[config.mk]
export PLATFORM = sky130hd
export DESIGN_NAME = fu_issue_sched
export DESIGN_NICKNAME = d
export VERILOG_FILES = /design/src/rtl/fu_issue_sched.sv
export SDC_FILE = /design/constraint.sdc
export NUM_CORES = 1
export LEC_CHECK = 0
export ABC_AREA = 1
export CELL_PAD_IN_SITES_DETAIL_PLACEMENT = 0
export CELL_PAD_IN_SITES_GLOBAL_PLACEMENT = 1
export CORE_MARGIN = 1.5
export CORE_UTILIZATION = 41
export DETAILED_ROUTE_END_ITERATION = 16
export PLACE_DENSITY_LB_ADDON = 0.1
export SYNTH_ARGS = -nofsm -noshare
export SYNTH_HDL_FRONTEND = slang
export SYNTH_SLANG_ARGS = --single-unit
export TNS_END_PERCENT = 20
[constraint.sdc]
create_clock -name clock -period 4.6 [get_ports clock]
set_clock_uncertainty 0.05 [all_clocks]
set_input_delay 0.46 -clock clock [delete_from_list [all_inputs] [get_ports clock]]
set_output_delay 0.46 -clock clock [all_outputs]
set_load 0.05 [all_outputs]
[src/rtl/fu_issue_sched.sv]
// Purpose : round-robin issue scheduler for one shared, non-pipelined functional unit.
// Latency : grant/issue one cycle after req is sampled in IDLE; done pulses LATENCY cycles after issue.
// Backpres: while busy, req is ignored; requesters hold req until they see their grant.
//
// Ports:
//   clock, reset          single clock, synchronous active-high reset
//   req[WIDTH]            per-entry ready-to-issue request
//   squash                abort any in-flight operation (no done is produced for it)
//   issue_valid/gnt/idx   issue pulse, one-hot grant, binary index (index held until next issue)
//   busy                  unit occupied
//   done_valid/done_idx   completion pulse and the entry index it belongs to
module fu_issue_sched #(
   parameter int WIDTH   = 8,
   parameter int LATENCY = 4,
   parameter int IDX_W   = $clog2(WIDTH)
) (
   input  logic             clock,
   input  logic             reset,
   input  logic [WIDTH-1:0] req,
   input  logic             squash,
   output logic             issue_valid,
   output logic [WIDTH-1:0] issue_gnt,
   output logic [IDX_W-1:0] issue_idx,
   output logic             busy,
   output logic             done_valid,
   output logic [IDX_W-1:0] done_idx
);

   localparam int CNT_W = $clog2(LATENCY + 1);
   localparam logic [IDX_W:0] WIDTH_V = (IDX_W + 1)'(WIDTH);

   typedef enum logic {IDLE, BUSY} state_t;

   state_t           state_q;
   logic [CNT_W-1:0] cnt_q;
   logic [IDX_W-1:0] ptr_q;
   logic             issue_valid_q;
   logic [WIDTH-1:0] issue_gnt_q;
   logic [IDX_W-1:0] issue_idx_q;
   logic             busy_q;
   logic             done_valid_q;
   logic [IDX_W-1:0] done_idx_q;

   // Round-robin select
   logic [WIDTH-1:0] req_rot;
   logic [WIDTH-1:0] sel_oh_rot;
   logic [IDX_W-1:0] sel_rot_idx;
   logic [WIDTH-1:0] sel_oh;
   logic [IDX_W:0]   idx_sum;
   logic [IDX_W-1:0] sel_idx;
   logic [IDX_W:0]   ptr_sum;
   logic [IDX_W-1:0] ptr_d;

   always_comb begin
      // Rotate right by ptr so that entry ptr lands on bit 0.
      req_rot    = WIDTH'({req, req} >> ptr_q);
      // Isolate the lowest set bit: fixed priority, bit 0 highest.
      sel_oh_rot = req_rot & (~req_rot + WIDTH'(1));
      sel_rot_idx = '0;
      for (int i = WIDTH - 1; i >= 0; i--) begin
         if (req_rot[i]) begin
            sel_rot_idx = IDX_W'(i);
         end
      end
      // Rotate the one-hot back left by ptr (upper half of the doubled shift).
      sel_oh  = WIDTH'(({sel_oh_rot, sel_oh_rot} << ptr_q) >> WIDTH);
      // Absolute index = (ptr + rotated index) mod WIDTH; works for non-power-of-two WIDTH.
      idx_sum = {1'b0, ptr_q} + {1'b0, sel_rot_idx};
      if (idx_sum >= WIDTH_V) begin
         sel_idx = IDX_W'(idx_sum - WIDTH_V);
      end else begin
         sel_idx = IDX_W'(idx_sum);
      end
      ptr_sum = {1'b0, sel_idx} + (IDX_W + 1)'(1);
      if (ptr_sum == WIDTH_V) begin
         ptr_d = '0;
      end else begin
         ptr_d = IDX_W'(ptr_sum);
      end
   end

   always_ff @(posedge clock) begin
      if (reset) begin
         state_q       <= IDLE;
         cnt_q         <= '0;
         ptr_q         <= '0;
         issue_valid_q <= 1'b0;
         issue_gnt_q   <= '0;
         issue_idx_q   <= '0;
         busy_q        <= 1'b0;
         done_valid_q  <= 1'b0;
         done_idx_q    <= '0;
      end else if (squash) begin
         // Abort: ptr and issue_idx survive, and no done is ever raised for the victim.
         state_q       <= IDLE;
         cnt_q         <= '0;
         issue_valid_q <= 1'b0;
         issue_gnt_q   <= '0;
         busy_q        <= 1'b0;
         done_valid_q  <= 1'b0;
      end else begin
         case (state_q)
            IDLE: begin
               done_valid_q <= 1'b0;
               if (|req) begin
                  state_q       <= BUSY;
                  cnt_q         <= CNT_W'(LATENCY - 1);
                  ptr_q         <= ptr_d;
                  issue_valid_q <= 1'b1;
                  issue_gnt_q   <= sel_oh;
                  issue_idx_q   <= sel_idx;
                  busy_q        <= 1'b1;
               end else begin
                  issue_valid_q <= 1'b0;
                  issue_gnt_q   <= '0;
                  busy_q        <= 1'b0;
               end
            end
            BUSY: begin
               issue_valid_q <= 1'b0;
               issue_gnt_q   <= '0;
               if (cnt_q != '0) begin
                  cnt_q        <= cnt_q - CNT_W'(1);
                  busy_q       <= 1'b1;
                  done_valid_q <= 1'b0;
               end else begin
                  // Final busy cycle: the completion cycle is itself IDLE and samples req.
                  state_q      <= IDLE;
                  busy_q       <= 1'b0;
                  done_valid_q <= 1'b1;
                  done_idx_q   <= issue_idx_q;
               end
            end
            default: begin
               state_q <= IDLE;
            end
         endcase
      end
   end

   assign issue_valid = issue_valid_q;
   assign issue_gnt   = issue_gnt_q;
   assign issue_idx   = issue_idx_q;
   assign busy        = busy_q;
   assign done_valid  = done_valid_q;
   assign done_idx    = done_idx_q;

endmodule

==> results of run 1 <==
[layout by cell type, fill, tap and decap left out]
cell	count
a21oi_1	12
a41o_1	1
buf_4	2
clkbuf_8	3
clkdlybuf4s50_1	27
clkinv_2	1
dfxtp_1	23
fa_1	1
ha_1	4
inv_1	16
inv_2	1
inv_4	1
inv_8	1
nand2_1	75
nand2_2	16
nand2_4	5
nand3_1	44
nand3_2	11
nand4_1	1
nor2_1	33
nor2_2	5
nor2_4	1
nor2_8	1
nor3_1	1
o211ai_1	1
o21ai_0	10
o21ai_1	1
o22ai_1	1
or2_1	1
xor2_1	1
[how the worst min path moves through the flow]
stage                     slack [ns]       end  startpoint  cells after the start
after floorplan                 0.39  cnt_q[0]    cnt_q[0]                      2
after global placement          0.40  cnt_q[0]    cnt_q[0]                      2
after detailed placement        0.40  cnt_q[0]    cnt_q[0]                      2
after CTS                       0.41  cnt_q[0]    cnt_q[0]                      2
after global routing            0.45  cnt_q[0]    cnt_q[0]                      2
final                           0.41  cnt_q[0]    cnt_q[0]                      2
[power groups by stage]
| stage | combinational, uW | clock (uW) | sequential, uW |
|---|---|---|---|
| after floorplan | 775 | 0 | 349 |
| after detailed placement | 991 | 0 | 294 |
| after global routing | 1110 | 139 | 297 |
| final | 991 | 125 | 290 |
| after global placement | 998 | 0 | 294 |
| after CTS | 997 | 131 | 290 |
[cell families (layout without fill, tap and decap cells)]
logic type | after synthesis | after routing | synth area share, %
AND/OR/NAND/NOR | 194 | 194 | 53.1
buffers and inverters | 30 | 52 | 9.84
AO/OA/AOI/OAI | 26 | 26 | 7.59
flip-flops | 23 | 23 | 25.2
adder cells (fa/ha/maj) | 5 | 5 | 3.83
XOR/XNOR | 1 | 1 | 0.479
[per-layer routing]
layer | routed length (um) | up-vias | global-route usage (%)
met5 | 0 | - | 0
met4 | 74 | 0 | 7.26
met3 | 175 | 6 | 3.34
met2 | 2000 | 40 | 29.9
met1 | 1980 | 817 | 23.0
li1 | - | 947 | -
[flip-flops by register name (all words and copies together) (netlist names)]
signal,count
issue_idx,3
busy,1
done_idx,3
done_valid,1
ptr_q,3
cnt_q,3
issue_valid,1
issue_gnt,8
[layout make-up]
| class | instances | share of cell area (%) |
|---|---|---|
| Multi-Input combinational cell | 226 | 55.9 |
| Sequential cell | 23 | 21.6 |
| Timing Repair Buffer | 29 | 13.4 |
| Inverter | 19 | 3.82 |
| Tap cell | 52 | 3.06 |
| Clock buffer | 3 | 1.94 |
| Clock inverter | 1 | 0.235 |
[through the flow]
| step | hold WS (ns) | utilization (%) | cells | setup WS (ns) | power [uW] |
|---|---|---|---|---|---|
| floorplan | 0.387 | - | 279 | 2.02 | 1120 |
| global placement | 0.400 | 48.1 | 349 | 1.29 | 1290 |
| detailed placement | 0.400 | 48.1 | 349 | 1.30 | 1280 |
| CTS | 0.413 | 49.2 | 353 | 1.28 | 1420 |
| global route | 0.446 | 49.2 | 353 | 1.02 | 1550 |
| finish | 0.411 | 49.2 | 353 | 1.29 | 1410 |
[critical path, delay by kind of cell, from the launching register on]
family,cells,cell delay (ns)
AND/OR/NAND/NOR,9,0.72
AO/OA/AOI/OAI,4,0.38
buffers and inverters,2,0.22
adder cells (fa/ha/maj),3,0.86
flip-flops,1,0.95
==> impl.org, run 1 <==
** Worst setup path
- Sequence of cells on the critical path :: inv_8 -> nand3_1 -> nand2_1 -> nand2_1 -> nand2_2 -> nand2_1 -> a21oi_1 -> o21ai_0 -> a21oi_1 -> ha_1 -> fa_1 -> ha_1 -> nand2_1 -> o21ai_0 -> inv_1 -> nand2_1 -> nand2_1 -> nor2_2
- In this run the worst setup path begins at ptr_q[1].
- Reg-to-reg startpoint :: ptr_q[1]
- Type of origin of the critical path :: flip-flop
- In this run the worst path has a maximum fanout of 19.
- STA puts the critical path data required time at 4.71 ns.
- Slowest stage cell on the critical path :: dfxtp_1
- Kind of capture point of the worst setup path :: flip-flop
- Among the stages of the critical path, the cell type that occurs most often is nand2_1.
- The most critical setup path has its endpoint at ptr_q[2].
- Worst reg-to-reg setup slack :: 1.29 ns
- Data on the critical path arrives at its endpoint at 3.42 ns.
- Depth of the worst register-to-register path :: 18
- Terminus of the critical flop-to-flop path :: ptr_q[2]
- Setup CP Type :: flip-flop to flip-flop
- Delay contributed by the slowest stage of the critical path :: 0.95 ns

** Floorplanning
- Once the floorplan was initialized, standard cells occupied 42.3% of the core.
- The floorplan has 24 rows.
- Number of primary I/O pins :: 28
- The die covers 0.00487 mm2.
- Measured along the x axis, the die boundary spans 69.8 um.
- The die is 69.8 um tall.
- After floorplanning, the core was sized to cover 0.00432 mm2.

** STA
- The final-report hold violation count is 0.
- Relative slew slack :: 36.3%
- At the pin with the least slew margin, the transition time is 0.954 ns.
- The number of slew-limit violations in the final report is 0.
- Achievable frequency :: 0.302 GHz
- Unrepaired setup endpoints after global routing :: false
- After routing, the total negative slack on setup checks comes to 0 ns.
- Setup violations remaining at the end of the flow were counted as 0.
- Final cycle utilization of the critical path :: 72.0%
- Subtracting the final worst setup slack from the clock period gives 3.31 ns.

** Clock tree
- Maximum buffer depth of the clock tree :: 2
- CTS saw 23 sinks.
- Quantity of hold-fixing buffers added after cts :: 0
- Post-CTS timing repair inserted 0 buffers for setup.
- The later pin in the worst-skew pair is clocked with a latency of 0.26 ns.
- Total CTS buffers :: 3
- CTS built an H-tree with a depth of 1.
- Cell at the root of the clock tree :: clkbuf_8
- TritonCTS clock tree :: done
- In this run, post-CTS repair resized a total of 0 instances.
- Clock transition at the registers of the reported paths :: 0.08 ns

** Placed design
- Detailed placement finished with a half-perimeter wire length of 3270 um.
- Cell area reported after detailed placement :: 0.00208 mm2
- Routability-driven placement finished with a final weighted congestion of 0.879.
- Port buffering added 27 buffers.

** Detailed routing
- Number of remaining DRC errors :: 0
- After detailed routing, the number of vias per cell comes to 5.13.
- Wires add up to 4230 um.
- In this run, the number of DRC markers left after iteration 0 of detailed routing was 53.
- The first TritonRoute pass finished after 6 iterations.
- The detail route stage leaves a number of antenna-violating nets equal to 0.
- Across all layers, the routed design uses 1810 vias.
- In the final routed layout, each cell accounts on average for 12.0 um.

** Synthesis
- Commonest cells in the netlist :: nand2_1 (75), nand3_1 (44), nor2_1 (33)
- dfxtp_1 takes more of the synthesized area than any other cell.
- Post-synth EDFFs :: 0
- Post-Synthesis Cell Area :: 0.00183 mm2
- Mapped Cells :: 279
- Area share of the largest cell type after synthesis :: 25.2%
- Synthesis instantiated 32 different standard cells from the library.
- Most frequently used cell type in the post-synthesis netlist :: nand2_1
- Top FF cell, synth :: dfxtp_1
- Async set-or-reset flop fraction in the synthesized netlist :: 0%
- Yosys warns :: 0
- Net count after synthesis :: 295
- The share of the Yosys chip area taken by registers is 25.2%.
- Average cell area after synthesis :: 6.56 um2
- Counting flops and latches in the post-synthesis netlist gives 23.
- By area the synthesized netlist is led by dfxtp_1 (25%), nand2_1 (15%), nand3_1 (12%).

** GRT
- Entering global routing, the biggest net connects 25 pins.
- Via count of the first global-routing pass :: 1683
- Global routing used 18.0% of the available tracks across all layers.
- For this run the aggregate overflow at the end of global routing stands at 0.
- The initial antenna violation count is 0.
- Global-route wire length before repair :: 7110 um

** Power and ir drop
- Share of total power in combinational logic :: 70.5%
- Summed over all nets, the switching power comes to 781 uW.
- Portion of total power attributed to sequential cells :: 20.6%
- The worst-case IR drop observed on VDD is 0.222 mV.
- Net switching is 55.5% of the power.
- Lkg Pwr :: 0.00100 uW
- Dividing total power by cell area gives a power density of 661 mW/mm2.
- The clock network burns 8.9% of the power.
- Internal power contribution :: 625 uW

** Finish
- Layout Area Growth over Synthesis :: 16.3%
- Total area of sequential cells :: 460 um2
- Number of antenna repair diodes :: 0
- Summing all multi-input logic gate instances after layout gives 0.00119 mm2.
- Share of post-route cells with drive strength above 1 :: 15.9%
- Counting the fill cells in the layout gives 446.
- Final net count :: 318
- Final design area excluding fillers :: 0.00213 mm2

** Min path
- The min-delay analysis places its worst path in the category flip-flop to flip-flop.

** Run status
- Result of the run :: complete, no violations

** Run
- # Max-Cap Violations :: 0
No activity file was read; power rests on OpenSTA's default activity.
==> inputs of run 2 (changes only) <==
--- a/config.mk
+++ b/config.mk
@@ -9,7 +9,7 @@
 export CELL_PAD_IN_SITES_DETAIL_PLACEMENT = 0
 export CELL_PAD_IN_SITES_GLOBAL_PLACEMENT = 1
 export CORE_MARGIN = 1.5
-export CORE_UTILIZATION = 41
+export CORE_UTILIZATION = 34
 export DETAILED_ROUTE_END_ITERATION = 16
 export PLACE_DENSITY_LB_ADDON = 0.1
 export SYNTH_ARGS = -nofsm -noshare
==> constraint.sdc (replaced) <==
create_clock -name clock -period 2.7 [get_ports clock]
set_clock_uncertainty 0.05 [all_clocks]
set_input_delay 0.27 -clock clock [delete_from_list [all_inputs] [get_ports clock]]
set_output_delay 0.27 -clock clock [all_outputs]
set_load 0.05 [all_outputs]
==> run 2 against run 1 <==
Die area rose by 20%. Clock-buffer cell count did not move. Critical path depth fell by 3. Total power rose by 110%. Cell area rose by 16%. First-iteration DRC count rose by 81%. Via count rose by 2.9%. Maximum frequency rose by 27%. Clock power rose by 69%.
==> impl.org, run 2 (synthesis gave the netlist of run 1 again) <==
** GRT
- The number of global-route vias before repair came to 1791 (+6.4%).
- Tot GR Track Use :: 16.7% (-1.3 points)
- Overall overflow remaining after global route :: 0 (unchanged)
- Largest net degree at the start of global routing :: 20 (-20%)
- The first-pass GRT wire length is 8160 um (+15%).
- Initial antenna violation count :: 0 (unchanged)

** Detailed routing
- Count of TritonRoute iterations in the first routing pass :: 4 (-2)
- The number of vias per cell was 4.71 (-8.1%).
- Detail-routed net length per standard cell :: 11.5 um (-3.8%)
- Vias after detailed routing :: 1862 (+2.9%)
- Number of remaining DRC errors :: 0 (unchanged)
- The number of routed nets with antenna violations came to 0 (unchanged).
- Violation count after the first detailed-routing iteration :: 96 (+81%)
- The final wirelength was 4550 um (+7.6%).

** Worst setup path
- Depth of the worst register-to-register path :: 15 (-3)
- Setup CP Type :: flip-flop to flip-flop
- Delay contributed by the slowest stage of the critical path :: 0.58 ns (-0.37 ns)
- The largest fanout of any net on the critical path was 9 (-10).
- STA classifies the critical path startpoint as a flip-flop.
- The worst reg-to-reg setup slack was 0.09 ns (-1.20 ns).
- STA classifies the critical path endpoint as a flip-flop.
- On the critical path, the stage with the largest delay is an instance of fa_1.
- Reg-to-reg startpoint :: ptr_q[0]
- Counting stages on the worst path, the most repeated cell is nand2_2.
- The combined buffer and inverter count along the critical path came to 1 (-1).
- The arrival time at the worst endpoint is 2.71 ns (-0.71 ns).
- Terminus of the critical flop-to-flop path :: ptr_q[1]
- The data required time at the worst endpoint came to 2.79 ns (-1.92 ns).
- Kind of cell with the highest combined delay on the critical path :: adder cells
- Crit. Startpoint :: ptr_q[0]
- The number of gates on the worst path with buffers counted is 15 (-3).
- The critical path goes through inv_4 -> nand2_1 -> nand3_2 -> nand2_2 -> nand2_1 -> nand2_2 -> nand2_2 -> a21oi_2 -> o21ai_1 -> a21oi_1 -> ha_2 -> fa_1 -> ha_2 -> o21ai_2 -> a21oi_1.

** Finish
- Final net count :: 342 (+7.5%)
- Share of post-route cells with drive strength above 1 :: 29.8% (+14 points)
- The share of the core filled with cells in the final layout was 48.1% (-1.2 points).
- Leaving out fill and tap cells, the most frequent cells in the layout are nand2_1 (64), nand3_1 (37), nor2_1 (33), nand2_2 (26), buf_4 (24).
- The flip-flop count of the largest register, all copies and words added is 8 (unchanged).
- The summed area of non-filler cells in the final layout is 0.00247 mm2 (+16%).
- The area growth from synthesis to layout is 34.9%.
- Number of antenna repair diodes :: 0 (unchanged)
- The library cell used most frequently in the layout, excluding fill and tap cells, is nand2_1.

** Run
- The total of max-cap violations came to 0 (unchanged).

** Placed design
- The count of input and output buffers came to 27 (unchanged).
- Detailed placement HPWL :: 3610 um (+11%)
- The placement-stage worst setup slack is -0.301 ns (-1.60 ns).
- Cell area reported after detailed placement :: 0.00227 mm2 (+9.1%)
- Gp weighted congestion :: 0.901 (+2.4%)

** Clock tree
- The CTS sink count came to 23 (unchanged).
- The clock-pin transition on the worst setup and hold timing paths was 0.08 ns (about the same).
- Cell at the root of the clock tree :: clkbuf_8
- The total CTS buffers is 3 (unchanged).
- The clock latency on the worst-skew pair came to 0.26 ns (about the same).
- H-tree depth :: 1 (unchanged)
- Quantity of hold-fixing buffers added after cts :: 0 (unchanged)
- TritonCTS clock tree :: done
- The maximum count of clock buffers along a single path was 2 (unchanged).

** STA
- The final critical-path share of the clock period is 96.8% (+25 points).
- Fin crit period :: 2.61 ns (-0.696 ns)
- Unrepaired setup endpoints after global routing :: true
- The worst-case headroom to the max-slew limit is 66.3% (+30 points).
- Slack of the critical path :: 0.0855 ns (-1.20 ns)
- Achievable frequency :: 0.382 GHz (+27%)
- Minimum hold slack :: 0.418 ns (+0.00754 ns)
- The slew at the pin closest to its max-slew limit was 0.504 ns (-0.450 ns).
- Final count of negative-setup-slack endpoints :: 0 (unchanged)
- The final-report hold violation count is 0 (unchanged).
- The number of slew-limit violations in the final report was 0 (unchanged).

** Floorplanning
- Die Width :: 76.4 um (+9.4%)
- Vertical die dimension :: 76.4 um (+9.4%)
- The I/O pin count was 28 (unchanged).
- The area of the core is 0.00514 mm2 (+19%).
- Initial standard-cell utilization of the core :: 35.6% (-6.7 points)
- Total die area :: 0.00583 mm2 (+20%)
- The number of cell rows is 26 (+8.3%).

** Power and ir drop
- Lkg Pwr :: 0.00120 uW (+20%)
- The power per unit of standard cell area came to 1190 mW/mm2 (+80%).
- IR Drop Worst-Case VDD :: 0.524 mV (+140%)

** Min path
- Class of the worst hold path :: flip-flop to flip-flop
- The hold-critical path depth came to 2 (unchanged).
- Source of the worst hold timing path :: cnt_q[0]
- End point of the most critical hold path :: cnt_q[0]

** Run status
- Result of the run :: complete, no violations
run 2: final cells by class:
class,count,area [um2]
fillers,569,2670
multi-input cells,226,1280
repair buffers,53,503
flip-flops and latches,23,465
well taps,70,87.6
inverters,19,86.3
clock buffers,3,41.3
clock inverters,1,5.00
run 2: worst register-to-register path: stages (launching register included):
cell and delay, ns:
dfxtp_4 0.37, inv_4 0.11, nand2_1 0.10, nand3_2 0.10, nand2_2 0.05, nand2_1 0.08, nand2_2 0.07, nand2_2 0.07
a21oi_2 0.05, o21ai_1 0.12, a21oi_1 0.09, ha_2 0.19, fa_1 0.58, ha_2 0.29, o21ai_2 0.13, a21oi_1 0.05
run 2: repair_timing:
item / CTS / global route
setup buffers: 0 / 5
gates resized for setup: 3 / 36
pin swaps: 0 / 13
endpoints found under the setup margin: 2 / 3
run 2: routing by layer:
layer	routed length, um	track usage, %	vias up	part of all wire (%)
met1	2330	23.2	838	51
met2	2080	27.9	26	46
li1	-	-	996	-
met4	21	2.78	0	0.46
met5	0	0	-	0
met3	118	2.16	2	2.6
run 2: how the worst max path moves through the flow:
stage | to | slack [ns]
floorplan | ptr_q[2] | 0.12
global placement | ptr_q[2] | -0.36
detailed placement | ptr_q[2] | -0.30
CTS | ptr_q[2] | 0.02
global route | ptr_q[2] | -0.13
finish | ptr_q[1] | 0.09
run 2: through the flow:
stage               total power (uW)  setup TNS [ns]  cells
floorplan                       1920               0    279
global placement                2520          -0.905    386
detailed placement              2500          -0.751    386
CTS                             2730               0    390
global route                    3230          -0.191    395
finish                          2930               0    395
run 2: power by group:
part           switching, uW  internal (uW)  total (uW)
Combinational           1330            941        2280
Sequential              37.5            406         444
Clock                    109            103         211
Total                   1480           1450        2930
==> inputs of run 3 (changes only) <==
--- a/config.mk
+++ b/config.mk
@@ -9,9 +9,9 @@
 export CELL_PAD_IN_SITES_DETAIL_PLACEMENT = 0
 export CELL_PAD_IN_SITES_GLOBAL_PLACEMENT = 1
 export CORE_MARGIN = 1.5
-export CORE_UTILIZATION = 34
+export CORE_UTILIZATION = 38
 export DETAILED_ROUTE_END_ITERATION = 16
-export PLACE_DENSITY_LB_ADDON = 0.1
+export PLACE_DENSITY = 0.85
 export SYNTH_ARGS = -nofsm -noshare
 export SYNTH_HDL_FRONTEND = slang
 export SYNTH_SLANG_ARGS = --single-unit
==> constraint.sdc (replaced) <==
create_clock -name clock -period 2.6 [get_ports clock]
set_clock_uncertainty 0.05 [all_clocks]
set_input_delay 0.26 -clock clock [delete_from_list [all_inputs] [get_ports clock]]
set_output_delay 0.26 -clock clock [all_outputs]
set_load 0.05 [all_outputs]
==> run 3 against run 2 <==
The flow now finishes with violations (negative setup slack). Wire length increased by 6.8%. Setup slack got worse by 0.20 ns. Utilization increased by 8.9 points.
==> impl.org, run 3 (synthesis gave the netlist of run 1 again) <==
** Placed design
- The total placed cells including tap cells was 371 (-3.9%).
- The count of input and output buffers is 27 (unchanged).
- The placed cell area was 0.00227 mm2 (unchanged).
- Detailed placement HPWL :: 3470 um (-3.9%)
- The weighted congestion reported at the end of routability-driven placement came to 0.830 (-7.8%).

** Clock tree
- Maximum buffer depth of the clock tree :: 2 (unchanged)
- Sinks on the clock net :: 23 (unchanged)
- Clock Latency Late Sink :: 0.26 ns (about the same)
- Quantity of hold-fixing buffers added after cts :: 0 (unchanged)
- Clock transition at the registers of the reported paths :: 0.09 ns (about the same)
- The total CTS buffers is 3 (unchanged).
- TritonCTS clock tree :: done
- H-tree depth :: 1 (unchanged)
- In this run the clock root is driven by a clkbuf_8.

** Finish
- The filler-free cell count of the finished design is 385 (-2.5%).
- Most common library cell in the layout ignoring fill and taps :: nand2_1
- The number of antenna cells inserted was 0 (unchanged).
- Post-layout util :: 56.9% (+8.9 points)
- In the layout the commonest cells are nand2_1 (56), nand3_1 (35), nor2_1 (32), nand2_2 (28), buf_4 (27).
- Share of post-route cells with drive strength above 1 :: 35.3% (+5.5 points)
- The flip-flop count of the largest register, all copies and words added is 8 (unchanged).
- Layout Area Growth over Synthesis :: 45.9%
- Final net count :: 348 (+1.8%)
- The summed area of non-filler cells in the final layout is 0.00267 mm2 (+8.2%).

** Power and ir drop
- The switching power of the nets is 1750 uW (+18%).
- Internal power contribution :: 1710 uW (+18%)
- The power per unit of standard cell area was 1300 mW/mm2 (+9.2%).
- The maximum resistive drop on vdd came to 0.573 mV (+9.5%).
- The standby leakage power is 0.00126 uW (+4.9%).
- The share of total power in the clock network is 6.6% (-0.6 points).
- The post-layout total power is 3460 uW (+18%).
- The portion of total power attributed to sequential cells is 13.5% (-1.6 points).
- The net switching share of the total power came to 50.4% (-0.073 points).
- The share of total power in combinational logic came to 79.9% (+2.3 points).

** Worst setup path
- Kind of cell with the highest combined delay on the critical path :: adder cells
- The combined buffer and inverter count along the critical path is 2 (+1).
- Signal arrival time at the worst endpoint :: 2.87 ns (+0.16 ns)
- Type of origin of the critical path :: flip-flop
- The largest fanout of any net on the critical path was 8 (-1).
- The delay of the slowest cell on the worst path was 0.47 ns (-0.11 ns).
- The data required time at the worst endpoint is 2.75 ns (-0.04 ns).
- Walking the worst path, the cells encountered are buf_12 -> nand2_4 -> nand3_4 -> nand2_2 -> nand2_2 -> nand2_4 -> nand2_2 -> a21oi_2 -> o21ai_1 -> a21oi_2 -> ha_2 -> fa_2 -> ha_4 -> buf_4 -> nand4_1 -> nand2_1 -> nor2_2.
- Setup CP Type :: flip-flop to flip-flop
- Kind of capture point of the worst setup path :: flip-flop
- Slowest stage cell on the critical path :: fa_2
- Among the stages of the critical path, the cell type that occurs most often is nand2_2.

** STA
- The smallest setup slack after layout came to -0.115 ns (-0.201 ns).
- Worst slew pin tran :: 0.494 ns (-0.00982 ns)
- The number of setup violations in the final report is 2 (+2).
- The worst hold slack across all endpoints came to 0.417 ns (-0.00138 ns).
- Relative slew slack :: 67.0% (+0.66 points)
- The maximum clock rate is 0.368 GHz (-3.7%).
- Number of hold violations in the final report :: 0 (unchanged)
- The number of slew-limit violations in the final report came to 0 (unchanged).
- The final critical-path share of the clock period was 104% (+7.6 points).
- The shortest period the worst path allows is 2.72 ns (+0.101 ns).
- Setup repair after global routing could not meet its margin everywhere.

** Detailed routing
- Detail-routed net length per standard cell :: 12.6 um (+9.6%)
- Final antenna-violating net count :: 0 (unchanged)
- Vias after detailed routing :: 1941 (+4.2%)
- Violation count after the first detailed-routing iteration :: 97 (+1.0%)
- The detailed-route DRC error count came to 0 (unchanged).
- The number of vias per cell was 5.04 (+7.0%).
- The number of optimization iterations in the first detailed-route pass came to 4 (unchanged).
- Total Routed Length :: 4860 um (+6.8%)

** GRT
- Initial antenna violation count :: 0 (unchanged)
- Tot GR Track Use :: 18.3% (+1.6 points)
- The first-pass GRT wire length is 7760 um (-5.0%).
- Overall overflow remaining after global route :: 0 (unchanged)
- The number of global-route vias before repair came to 1798 (+0.39%).
- Largest net degree at the start of global routing :: 15 (-25%)

** Floorplanning
- The initial core utilization was 39.0% (+3.4 points).
- Vertical die dimension :: 72.4 um (-5.2%)
- Die Width :: 72.4 um (-5.2%)
- Total die area :: 0.00524 mm2 (-10%)
- FP Rows :: 25 (-3.8%)
- The I/O pin count is 28 (unchanged).
- Core outline area :: 0.00469 mm2 (-8.7%)

** Run status
- Violations in the final reports :: negative setup slack
- Result of the run :: finished with violations

** Run
- # Max-Cap Violations :: 0 (unchanged)

** Min path
- The worst hold path belongs to the class flip-flop to flip-flop.
## run 3: power by group through the flow
stage | clock (uW) | sequential [uW] | combinational [uW]
final | 228 | 468 | 2760
after global routing | 252 | 476 | 3010
after CTS | 238 | 468 | 2360
after detailed placement | 0 | 472 | 2160
after global placement | 0 | 471 | 2140
after floorplan | 0 | 618 | 1370
## run 3: final cells by class
| type | instances | area [um2] |
|---|---|---|
| tap | 54 | 67.6 |
| multi-input combinational | 226 | 1440 |
| sequential | 23 | 465 |
| clock buffer | 3 | 41.3 |
| clock inverter | 1 | 7.51 |
| timing repair buffer | 59 | 566 |
| inverter | 19 | 88.8 |
| fill | 438 | 2020 |
## run 3: final timing paths
kind	start	endpoint	slack (ns)	cells past startpoint
max reg2reg	ptr_q[0]	ptr_q[2]	-0.12	17
min reg2reg	cnt_q[0]	cnt_q[0]	0.42	2
max	ptr_q[0]	ptr_q[2]	-0.12	17
min	cnt_q[0]	cnt_q[0]	0.42	2
## run 3: what timing repair did
action / 4_1_cts / 5_1_grt
buffers inserted: 3 / 8
gates cloned: 0 / 0
endpoints found under the setup margin: 3 / 4
resized for setup: 26 / 46
pin swaps: 15 / 24
## run 3: worst min-delay path, cell delays in order, from the launching register on
cell     delay, ns
dfxtp_1       0.32
nand2_1       0.06
a21oi_1       0.05
## run 3: metrics by stage
stage / worst slack [ns] / TNS, ns
after floorplan: 0.0165 / 0
after global placement: -0.360 / -0.940
after detailed placement: -0.417 / -1.13
after CTS: -0.0610 / -0.0884
after global routing: -0.265 / -0.545
final: -0.115 / -0.121
## run 3: per-layer routing
metal / vias to the layer above / track usage, % / wire, um
met2: 33 / 33.6 / 2570
li1: 1009 / - / -
met4: 0 / 2.52 / 6
met1: 897 / 22.7 / 2090
met3: 2 / 3.19 / 188
met5: - / 0 / 0
